--- src/rtl/tx_fir_pkg.sv ---
// Shared widths, FSM state type and the symmetric Q1.14 prototype
// coefficient table for the 2x interpolating TX FIR.
package tx_fir_pkg;

    localparam int DIN_W   = 16;
    localparam int COEF_W  = 16;
    localparam int DOUT_W  = 18;
    localparam int ACC_W   = 36;
    localparam int NTAPS_C = 32;
    localparam int FRAC    = 14;

    typedef enum logic [2:0] {
        IDLE,
        LOAD,
        MAC0,
        OUT0,
        MAC1,
        OUT1
    } state_t;

    typedef logic signed [COEF_W-1:0] coef_t;

    // h[k] == h[31-k]; even indices feed phase 0, odd indices phase 1
    localparam coef_t COEFS [NTAPS_C] = '{
        -16'sd120,   -16'sd250,   16'sd180,    16'sd420,
        -16'sd300,   -16'sd700,   16'sd500,    16'sd1100,
        -16'sd800,   -16'sd1700,  16'sd1300,   16'sd2700,
        -16'sd2200,  16'sd12000,  16'sd20000,  16'sd32000,
        16'sd32000,  16'sd20000,  16'sd12000,  -16'sd2200,
        16'sd2700,   16'sd1300,   -16'sd1700,  -16'sd800,
        16'sd1100,   16'sd500,    -16'sd700,   -16'sd300,
        16'sd420,    16'sd180,    -16'sd250,   -16'sd120
    };

endpackage

--- src/rtl/tx_fir_if.sv ---
// Sample-in / sample-out handshake bundle of the TX FIR.
interface tx_fir_if;
    import tx_fir_pkg::*;

    logic                     nd;
    logic signed [DIN_W-1:0]  din;
    logic                     chan_in;
    logic                     rfd;
    logic                     rdy;
    logic signed [DOUT_W-1:0] dout;
    logic                     chan_out;
    logic                     ovf;

    modport slave (
        input  nd, din, chan_in,
        output rfd, rdy, dout, chan_out, ovf
    );

    modport master (
        output nd, din, chan_in,
        input  rfd, rdy, dout, chan_out, ovf
    );

endinterface

--- src/rtl/tx_fir_mac.sv ---
// Serial signed multiply-accumulate with round-half-up Q1.14 rescale and
// 18-bit saturation; dout register loads on the final product of a phase.
module tx_fir_mac
    import tx_fir_pkg::*;
(
    input  logic                     clk,
    input  logic                     sclr,
    input  logic                     acc_clr_i,
    input  logic                     mac_en_i,
    input  logic                     out_ld_i,
    input  logic signed [DIN_W-1:0]  samp_i,
    input  logic signed [COEF_W-1:0] coef_i,
    output logic signed [DOUT_W-1:0] dout_o
);

    localparam int RW = ACC_W - FRAC;
    localparam logic signed [ACC_W-1:0]  RND_C = ACC_W'(1) << (FRAC - 1);
    localparam logic signed [DOUT_W-1:0] DMAX  = {1'b0, {(DOUT_W-1){1'b1}}};
    localparam logic signed [DOUT_W-1:0] DMIN  = {1'b1, {(DOUT_W-1){1'b0}}};
    localparam logic signed [RW-1:0]     HI_C  = RW'(DMAX);
    localparam logic signed [RW-1:0]     LO_C  = RW'(DMIN);

    function automatic logic signed [RW-1:0] round_q14(input logic signed [ACC_W-1:0] a);
        logic signed [ACC_W-1:0] t;
        t = a + RND_C;
        return t[ACC_W-1:FRAC];
    endfunction

    function automatic logic signed [DOUT_W-1:0] sat_out(input logic signed [RW-1:0] v);
        if (v > HI_C) begin
            return DMAX;
        end else if (v < LO_C) begin
            return DMIN;
        end
        return v[DOUT_W-1:0];
    endfunction

    logic signed [2*DIN_W-1:0] prod;
    logic signed [ACC_W-1:0]   acc_q, acc_d, acc_sum;
    logic signed [DOUT_W-1:0]  dout_q;

    assign prod    = 32'(samp_i) * 32'(coef_i);
    assign acc_sum = acc_q + ACC_W'(prod);

    always_comb begin
        acc_d = acc_q;
        if (acc_clr_i) begin
            acc_d = '0;
        end else if (mac_en_i) begin
            acc_d = acc_sum;
        end
    end

    // acc_sum already holds the last tap, so dout is ready in the OUT cycle
    always_ff @(posedge clk) begin
        if (sclr) begin
            acc_q  <= '0;
            dout_q <= '0;
        end else begin
            acc_q <= acc_d;
            if (out_ld_i) begin
                dout_q <= sat_out(round_q14(acc_sum));
            end
        end
    end

    assign dout_o = dout_q;

endmodule

--- src/rtl/tx_fir.sv ---
// Two-channel, 32-tap interpolate-by-2 polyphase FIR: FSM sequencing, per
// channel 16-deep delay lines, and the shared serial MAC.
module tx_fir
    import tx_fir_pkg::*;
#(
    parameter int NTAPS = 32,
    parameter int L     = 2
) (
    input  logic     clk,
    input  logic     sclr,
    tx_fir_if.slave  bus
);

    localparam int TPP = NTAPS / L;

    state_t                  state_q, state_d;
    logic [3:0]              tap_q, tap_d;
    logic                    chan_q, chan_d;
    logic signed [DIN_W-1:0] samp_q, samp_d;
    logic signed [DIN_W-1:0] line_q [2][TPP];
    logic                    ovf_q;
    logic                    chan_out_q;
    logic                    acc_clr, mac_en, out_ld;
    logic                    phase;
    logic signed [DIN_W-1:0] mac_samp;
    coef_t                   mac_coef;

    always_comb begin
        state_d = state_q;
        tap_d   = tap_q;
        chan_d  = chan_q;
        samp_d  = samp_q;
        acc_clr = 1'b0;
        mac_en  = 1'b0;
        out_ld  = 1'b0;
        case (state_q)
            IDLE: begin
                if (bus.nd) begin
                    state_d = LOAD;
                    chan_d  = bus.chan_in;
                    samp_d  = bus.din;
                end
            end
            LOAD: begin
                acc_clr = 1'b1;
                tap_d   = '0;
                state_d = MAC0;
            end
            MAC0, MAC1: begin
                mac_en = 1'b1;
                tap_d  = tap_q + 4'd1;
                if (tap_q == 4'd15) begin
                    out_ld  = 1'b1;
                    state_d = (state_q == MAC0) ? OUT0 : OUT1;
                end
            end
            OUT0: begin
                acc_clr = 1'b1;
                state_d = MAC1;
            end
            OUT1: begin
                acc_clr = 1'b1;
                state_d = IDLE;
            end
            default: state_d = IDLE;
        endcase
    end

    always_ff @(posedge clk) begin
        if (sclr) begin
            state_q    <= IDLE;
            tap_q      <= '0;
            ovf_q      <= 1'b0;
            chan_out_q <= 1'b0;
        end else begin
            state_q <= state_d;
            tap_q   <= tap_d;
            if (bus.nd && (state_q != IDLE)) begin
                ovf_q <= 1'b1;
            end
            if (out_ld) begin
                chan_out_q <= chan_q;
            end
        end
    end

    always_ff @(posedge clk) begin
        chan_q <= chan_d;
        samp_q <= samp_d;
    end

    // Only the latched channel's line shifts; newest sample sits at index 0
    always_ff @(posedge clk) begin
        if (sclr) begin
            for (int c = 0; c < 2; c++) begin
                for (int i = 0; i < TPP; i++) begin
                    line_q[c][i] <= '0;
                end
            end
        end else if (state_q == LOAD) begin
            line_q[chan_q][0] <= samp_q;
            for (int i = 1; i < TPP; i++) begin
                line_q[chan_q][i] <= line_q[chan_q][i-1];
            end
        end
    end

    assign phase    = (state_q == MAC1);
    assign mac_samp = line_q[chan_q][tap_q];
    assign mac_coef = COEFS[{tap_q, phase}];

    tx_fir_mac u_mac (
        .clk       (clk),
        .sclr      (sclr),
        .acc_clr_i (acc_clr),
        .mac_en_i  (mac_en),
        .out_ld_i  (out_ld),
        .samp_i    (mac_samp),
        .coef_i    (mac_coef),
        .dout_o    (bus.dout)
    );

    assign bus.rfd      = (state_q == IDLE);
    assign bus.rdy      = (state_q == OUT0) || (state_q == OUT1);
    assign bus.chan_out = chan_out_q;
    assign bus.ovf      = ovf_q;

endmodule

--- src/flat_wrapper.sv ---
// flat-port wrapper written by rule: the top's interface ports become plain ports
module tx_fir_flat import tx_fir_pkg::*;
#(
    parameter int NTAPS = 32,
    parameter int L     = 2
)
  (clk, sclr, bus_nd, bus_din, bus_chan_in, bus_rfd, bus_rdy, bus_dout, bus_chan_out, bus_ovf);
  tx_fir_if bus_i ();
  input  logic clk;
  input  logic sclr;
  input wire logic [$bits(bus_i.nd)-1:0] bus_nd;
  input wire logic [$bits(bus_i.din)-1:0] bus_din;
  input wire logic [$bits(bus_i.chan_in)-1:0] bus_chan_in;
  output wire logic [$bits(bus_i.rfd)-1:0] bus_rfd;
  output wire logic [$bits(bus_i.rdy)-1:0] bus_rdy;
  output wire logic [$bits(bus_i.dout)-1:0] bus_dout;
  output wire logic [$bits(bus_i.chan_out)-1:0] bus_chan_out;
  output wire logic [$bits(bus_i.ovf)-1:0] bus_ovf;
  assign bus_i.nd = bus_nd;
  assign bus_i.din = bus_din;
  assign bus_i.chan_in = bus_chan_in;
  assign bus_rfd = bus_i.rfd;
  assign bus_rdy = bus_i.rdy;
  assign bus_dout = bus_i.dout;
  assign bus_chan_out = bus_i.chan_out;
  assign bus_ovf = bus_i.ovf;
  tx_fir #(.NTAPS(NTAPS), .L(L)) u_core (.clk(clk), .sclr(sclr), .bus(bus_i));
endmodule
--- config.mk ---
export PLATFORM = sky130hd
export DESIGN_NAME = tx_fir_flat
export DESIGN_NICKNAME = d
export VERILOG_FILES = /design/src/rtl/tx_fir_pkg.sv /design/src/rtl/tx_fir_if.sv /design/src/rtl/tx_fir_mac.sv /design/src/rtl/tx_fir.sv /design/src/flat_wrapper.sv
export SDC_FILE = /design/constraint.sdc
export NUM_CORES = 2
export LEC_CHECK = 0
export BUFFER_PORTS_ARGS = -buffer_cell sky130_fd_sc_hd__buf_4
export CAP_MARGIN = 20
export CORE_UTILIZATION = 51
export CTS_CLUSTER_SIZE = 16
export DETAILED_ROUTE_END_ITERATION = 10
export GPL_ROUTABILITY_DRIVEN = 0
export PLACE_DENSITY = 0.78
export SYNTH_ARGS = -nofsm -noshare
export SYNTH_HDL_FRONTEND = slang
export SYNTH_HIERARCHICAL = 1
export SYNTH_SLANG_ARGS = --single-unit
--- constraint.sdc ---
create_clock -name clk -period 8.7 [get_ports clk]
set_input_delay 0.435 -clock clk [delete_from_list [all_inputs] [get_ports clk]]
set_output_delay 0.435 -clock clk [all_outputs]
set_load 0.1 [all_outputs]
-- Word level (Yosys, flattened, before mapping)
Memory sizes are Yosys's and may differ from the RTL's. A register that Yosys moved wholly into a read port is not among the register bits.
Index checks and enable logic that the tools add are counted.
- add/sub/neg operators: 3
- $mul: 1
- order comparisons: 4
- equality and inequality tests: 8
- multiplexer cells: 30
- bitwise logic cells: 2
- reduce and logical (&&, ||, !) cells: 11
- operators by type and width (operator ; count):
    2-to-1 mux 256 bit ; 1
    OR reduction 256 bit ; 1
    binary-select mux 16 bit (select 4 bit) ; 1
    2-to-1 mux 16 bit ; 4
    2-to-1 mux 18 bit ; 3
    adder 36 x 15 -> 36 bit (second input constant) ; 1
    adder 36 x 32 -> 36 bit ; 1
    multiplier 16 x 16 -> 32 bit ; 1
    greater-than comparator 22 x 18 -> 1 bit (second input constant) ; 1
    < comparator 22 x 18 -> 1 bit (second input constant) ; 1
    2-to-1 mux 1 bit ; 16
    one-hot mux 3 bit (4 select lines) ; 1
    2-to-1 mux 3 bit ; 3
    one-hot mux 4 bit (2 select lines) ; 1
    == test 3 x 2 -> 1 bit (second input constant) ; 2
    == test 3 bit (second input constant) ; 2
    greater-or-equal comparator 6 bit (second input constant) ; 1
    NOT 5 -> 6 bit ; 1
    greater-or-equal comparator 5 bit (second input constant) ; 1
    NOT 4 -> 5 bit ; 1
    adder 4 x 1 -> 4 bit (second input constant) ; 1
    == test 4 bit (second input constant) ; 1
    AND reduction 2 bit ; 2
    OR reduction 2 bit ; 2
    other kinds (9) ; 9
- register bits after elaboration: 80
- bits in writable memories: 512
- memory bits (read-only): 512
- input bits: 20
- output and inout bits: 22
- logic and storage cells: 69
- memories kept: 2
- memories (memory ; words ; bits a word ; read ports ; clocked after Yosys merged registers in ; wr ports ; line ; source):
    (no name shown) ; 32 ; 16 ; 1 ; 0 ; 0 ; tx_fir.sv:110 ; assign mac_coef = COEFS[{tap_q, phase}];
    u_core.line_q ; 2 ; 256 ; 1 ; 1 ; 2 ; tx_fir.sv:20 ; logic signed [DIN_W-1:0] line_q [2][TPP];

-- Longest topological paths before layout
- depth after elaboration: 14
- mapped depth: 40
- gate-level depth less buffers: 35

-- Cells and area by module
Netlist, hierarchy kept.
- by module, submodules not included (module ; instances ; cells each ; area each (µm²)):
    tx_fir ; 1 ; 1861 ; 24512.3
    tx_fir_mac ; 1 ; 1604 ; 14551.5

-- Worst setup path after synthesis
Ideal clock, no wire load.
- kind: register to register
- start point: reg u_core.tap_q[0]
- end point: reg u_core.u_mac.dout_q[11] (netlist: u_core/u_mac/dout_o[11])
- setup time: 81 ps
- data arrival time: 8426 ps
- required time: 8619 ps
- path slack: 193 ps
- cell stages (with the launch flop): 35
- path buffers: 6
- cell sequence: dfxtp_1 buf_4 nor2b_1 clkbuf_1 buf_2 a21oi_1 o311ai_0 clkbuf_1 nand2_1 fa_1 inv_1 fa_1 inv_1 fa_1 inv_1 fa_1 fa_1 inv_1 fa_1 inv_1 ha_1 a21oi_1 o21a_1 nor3b_1 nand2_1 o21a_1 a31o_2 a21o_1 a21oi_1 xor2_1 and2_1 buf_6 buf_2 o21ai_0 a211oi_2
- word-level cells in the longest chain between the ends: 13
- elaborated cells between the ends (all ways): 22
- classes of those cells: add/sub: 2; mul: 1; order compare: 2; eq/ne: 1; mux: 13; bitwise: 2; memory: 1
- RTL lines (what ; line ; source):
    from (decl) ; tx_fir.sv:17 ; logic [3:0] tap_q, tap_d;
    from (signal assigned) ; tx_fir.sv:77 ; tap_q <= tap_d;
    NOT 5 -> 6 bit (implied by the code) (*) ; tx_fir.sv:110 ;
    memory (32 x 16 bit) (*) ; - ;
    2-to-1 mux 16 bit (implied by the code) (*) (2 in a row) ; tx_fir.sv:110 ;
    named net u_core.mac_coef[5] ; tx_fir.sv:26 ; coef_t mac_coef;
    multiplier 16 x 16 -> 32 bit (*) ; tx_fir_mac.sv:42 ; assign prod = 32'(samp_i) * 32'(coef_i);
    adder 36 x 32 -> 36 bit (*) ; tx_fir_mac.sv:43 ; assign acc_sum = acc_q + ACC_W'(prod);
    adder 36 x 15 -> 36 bit (*) ; tx_fir_mac.sv:25 ; t = a + RND_C;
    < comparator 22 x 18 -> 1 bit ; tx_fir_mac.sv:32 ; end else if (v < LO_C) begin
    2-to-1 mux 1 bit ; tx_fir_mac.sv:32 ;
    2-to-1 mux 1 bit ; tx_fir_mac.sv:30 ; if (v > HI_C) begin
    2-to-1 mux 1 bit ; tx_fir_mac.sv:61 ; if (out_ld_i) begin
    2-to-1 mux 1 bit ; tx_fir_mac.sv:56 ; if (sclr) begin
    2-to-1 mux 18 bit (*) ; tx_fir_mac.sv:35 ; return v[DOUT_W-1:0];
    to (signal assigned) ; tx_fir_mac.sv:62 ; dout_q <= sat_out(round_q14(acc_sum));
    to (decl) ; tx_fir_mac.sv:40 ; logic signed [DOUT_W-1:0] dout_q;
Mark *: on every way through the listed nets, which the timed path passes. The rest lies on a longest branch. The select of a mux whose other input is x is not followed.
A chain may end at the register's enable or synchronous reset.

==> summary.txt <==
Starting density of the core = 51.5%
Routed Antenna Nets = 0
Max Cap Viol = 0
Crit share post-route = 100%
Multi-input gate area = 21000 sq um
DRC Markers = 0
Total number of vias = 27200
Number of synthesized register bits = 593
Synth area leader = edfxtp_1
Vias in the first global route = 27100
Util after Layout = 61.4%
Final #Nets = 4154
Fin. Hold Viols = 0
Status = complete, no violations
Slew margin rel. = 27.1%
Initial antenna violation count = 0
Clock Skews = 0.0482 ns
Top_reg_cell synth = edfxtp_1
Largest family of logic cells by synthesized area = adder cells
Site Rows = 101
Iter 0 DRT Violations = 3027
Num CTS Buffers = 60
Ys Warns = 6
Synth Instances = 3465
Asr flop ratio synth = 0%
Routed length on met1 = 37.3 mm
Clock Path Buffers = 3
Port bufs = 41
CP max stage delay = 0.53 ns
CP Launch Type = flip-flop
CTS tree = yes
Synth top area cells = edfxtp_1 (41%), fa_1 (16%), mux2i_1 (7.7%)
CORE AREA = 75800 sq um
Synth Area in Compound Gates = 6.35%
Met2 WL post-DR = 47.3 mm
Distinct cells, synth = 88
HPWL after DPL = 57.1 mm
Post-synth EDFFs = 529
Slowest library cell on the worst path = fa_1
Die Height = 279 microns
Crit path max fanout = 8
Worst Tran Pin Value = 1.09 ns
Placed cells = 4511
Dpl ws = -0.0622 ns
Unrepaired setup endpoints after global routing = yes
Clock transition at the registers of the reported paths = 0.06 ns
Seq. cell area = 17200 sq um
Clk sinks = 593
Fillcell total = 5548
Total Routing Usage GR = 22.7%
Register area share after synthesis = 43.9%
Full die area = 77700 sq um
Uppermost layer routed = met4
Final WS setup = 0.000653 ns
Achievable Freq = 115 MHz
Via-per-instance ratio = 5.76
Synth top area share = 40.7%
Clk Latency, worst-skew pair = 0.66 ns
Crit path DAT = 9.19 ns
Layout Cells excl Fill = 4731
Mux cell area share after synthesis = 7.83%
Global-route wire length before repair = 142 mm
Setup violators final = 0
Worst Hold Class = input port to flip-flop
Fin. max-slew vios = 0
Router iterations before antenna repair = 6
Mapped Avg Cell Area = 11.3 sq um
Io pins = 42
H-tree levels = 2
Crit. End Element = flip-flop
Xor and xnor area share after synthesis = 1.27%
Overflow after GRT = 0
Area of the mapped netlist = 39100 sq um
Area growth syn-to-layout = 19.3%
Simple-gate area share of the yosys netlist = 13.8%
Drt wl/cell = 19.9 microns
Fraction of layout cells with a size suffix above 1 = 22.1%
Pin count of the biggest net entering global routing = 167
Most frequent CP cell = fa_1
CP top delay family = adder cells
WP data required = 9.19 ns
Adder-Cell Fraction of Synth Area = 19.9%
Die X = 279 microns
Setup CP Type = flip-flop to flip-flop
CP bufs+invs = 11
Final min period = 8.70 ns
Clock root cell = clkbuf_16
WL met3 = 7.09 mm
WL final = 94.1 mm
-- cell type report --
| class | count | share of cell area (%) |
|---|---|---|
| tap | 978 | 2.63 |
| inverter | 373 | 3.01 |
| sequential | 593 | 36.9 |
| antenna | 1 | 0.00537 |
| timing repair buffer | 374 | 8.34 |
| multi-input combinational | 2299 | 45.0 |
| clock inverter | 33 | 0.757 |
| clock buffer | 80 | 3.43 |
-- worst paths after layout --
path / from / endpoint / slack, ns / depth (start not counted)
worst min-delay path: bus_nd / u_core/bus.ovf / 0.07 / 3
worst min register to register: u_core/bus.ovf / u_core/bus.ovf / 0.48 / 2
worst max-delay path: flip-flop / u_core/u_mac/dout_o[10] / 0.0007 / 35
worst max register to register: flip-flop / u_core/u_mac/dout_o[10] / 0.0007 / 35
-- cell usage in the layout, fill, tap and decap left out, types with 17 or more instances in the layout --
master         instances
inv_1                361
buf_4                276
o21ai_0               37
dfxtp_1               61
ha_1                 103
a22oi_1               76
mux2i_4               68
clkbuf_16             74
nand4_1               30
a21oi_1               66
mux2i_1              171
and2_1               129
nand2_1              223
dlygate4sd3_1         17
nor2_1               504
xor2_1                18
fa_1                 307
xnor2_1               30
nand3_1               58
mux2i_2               60
edfxtp_1             529
clkbuf_1              18
and3_1                18
a21o_1                18
buf_12                36
nor2_2               100
-- repair_timing --
action                                 CTS  global route
pin swaps                                6            51
setup buffers                            5            63
gates resized for setup                 43           325
endpoints found under the hold margin   17             0
hold buffers                            17             0
setup endpoints to repair               17            18
gates cloned                             6            16
-- cell usage after synthesis (5+ instances only) --
cell      number
buf_6         47
xnor2_1       33
dfxtp_1       64
xor2_1        20
a22oi_1       78
buf_2         37
a32oi_1       16
nor3b_1        5
o21bai_1       5
o21ai_0       43
nor2_2        99
fa_1         314
clkbuf_1      84
a211oi_2      10
nand4_1       30
nand2_1      235
nand3_1       62
nor3_1        10
a21o_1        19
a221o_1        5
o211ai_1       9
buf_1          6
mux2i_1      299
and3_1        22
nor2b_1       11
ha_1         119
nand2b_1      14
and2_1       135
edfxtp_1     529
buf_4         30
a211oi_1      18
o21a_1         6
a31oi_1       12
nor2_1       507
a21oi_1       79
a31o_2         5
inv_1        369
-- worst reg2reg max path: cells and delay by family, from the launching register on --
kind | cells | cell delay (ns)
fa+ha+maj | 7 | 3.29
mux | 2 | 0.39
simple gates | 7 | 1.57
buf+inv | 11 | 1.31
flops | 1 | 0.41
compound gates | 8 | 1.57
-- cells by family (layout without fill, tap and decap cells) --
family / after synthesis / in the layout
AO/OA/AOI/OAI: 344 / 344
XOR/XNOR: 55 / 55
adder cells (fa/ha/maj): 433 / 433
buffers and inverters: 579 / 860
flip-flops: 593 / 593
multiplexers: 303 / 303
other: 1 / 8
AND/OR/NAND/NOR: 1157 / 1157
-- stage by stage --
step	setup TNS [ns]	hold WS [ns]	area [sq um]
3_3_place_gp	0	0.457	41500
3_5_place_dp	-0.459	0.464	41500
5_1_grt	-3.99	0.0743	46600
2_1_floorplan	0	0.460	39100
4_1_cts	0	0.0548	44100
6_report	0	0.0688	46600
-- metal layers --
metal  track usage (%)  vias to the layer above
li1                  -                    12200
met5                 0                        -
met3              2.93                      170
met2              38.2                     1234
met1              30.8                    13700
met4              6.96                        0
-- sequential cells by signal (all words and copies together), names as in the netlist, named ones only --
name                 cells
u_core/bus.ovf           1
u_core/u_mac/acc_q      36
u_core/samp_q           16
u_core/bus.chan_out      1
u_core/state_q           3
u_core/line_q          512
u_core/tap_q             4
u_core/u_mac/dout_o     18
u_core/chan_q            1
Power is left out: the tool's default activity adds up to more than one toggle a clock period on the data nets, which glitch-free logic cannot reach.
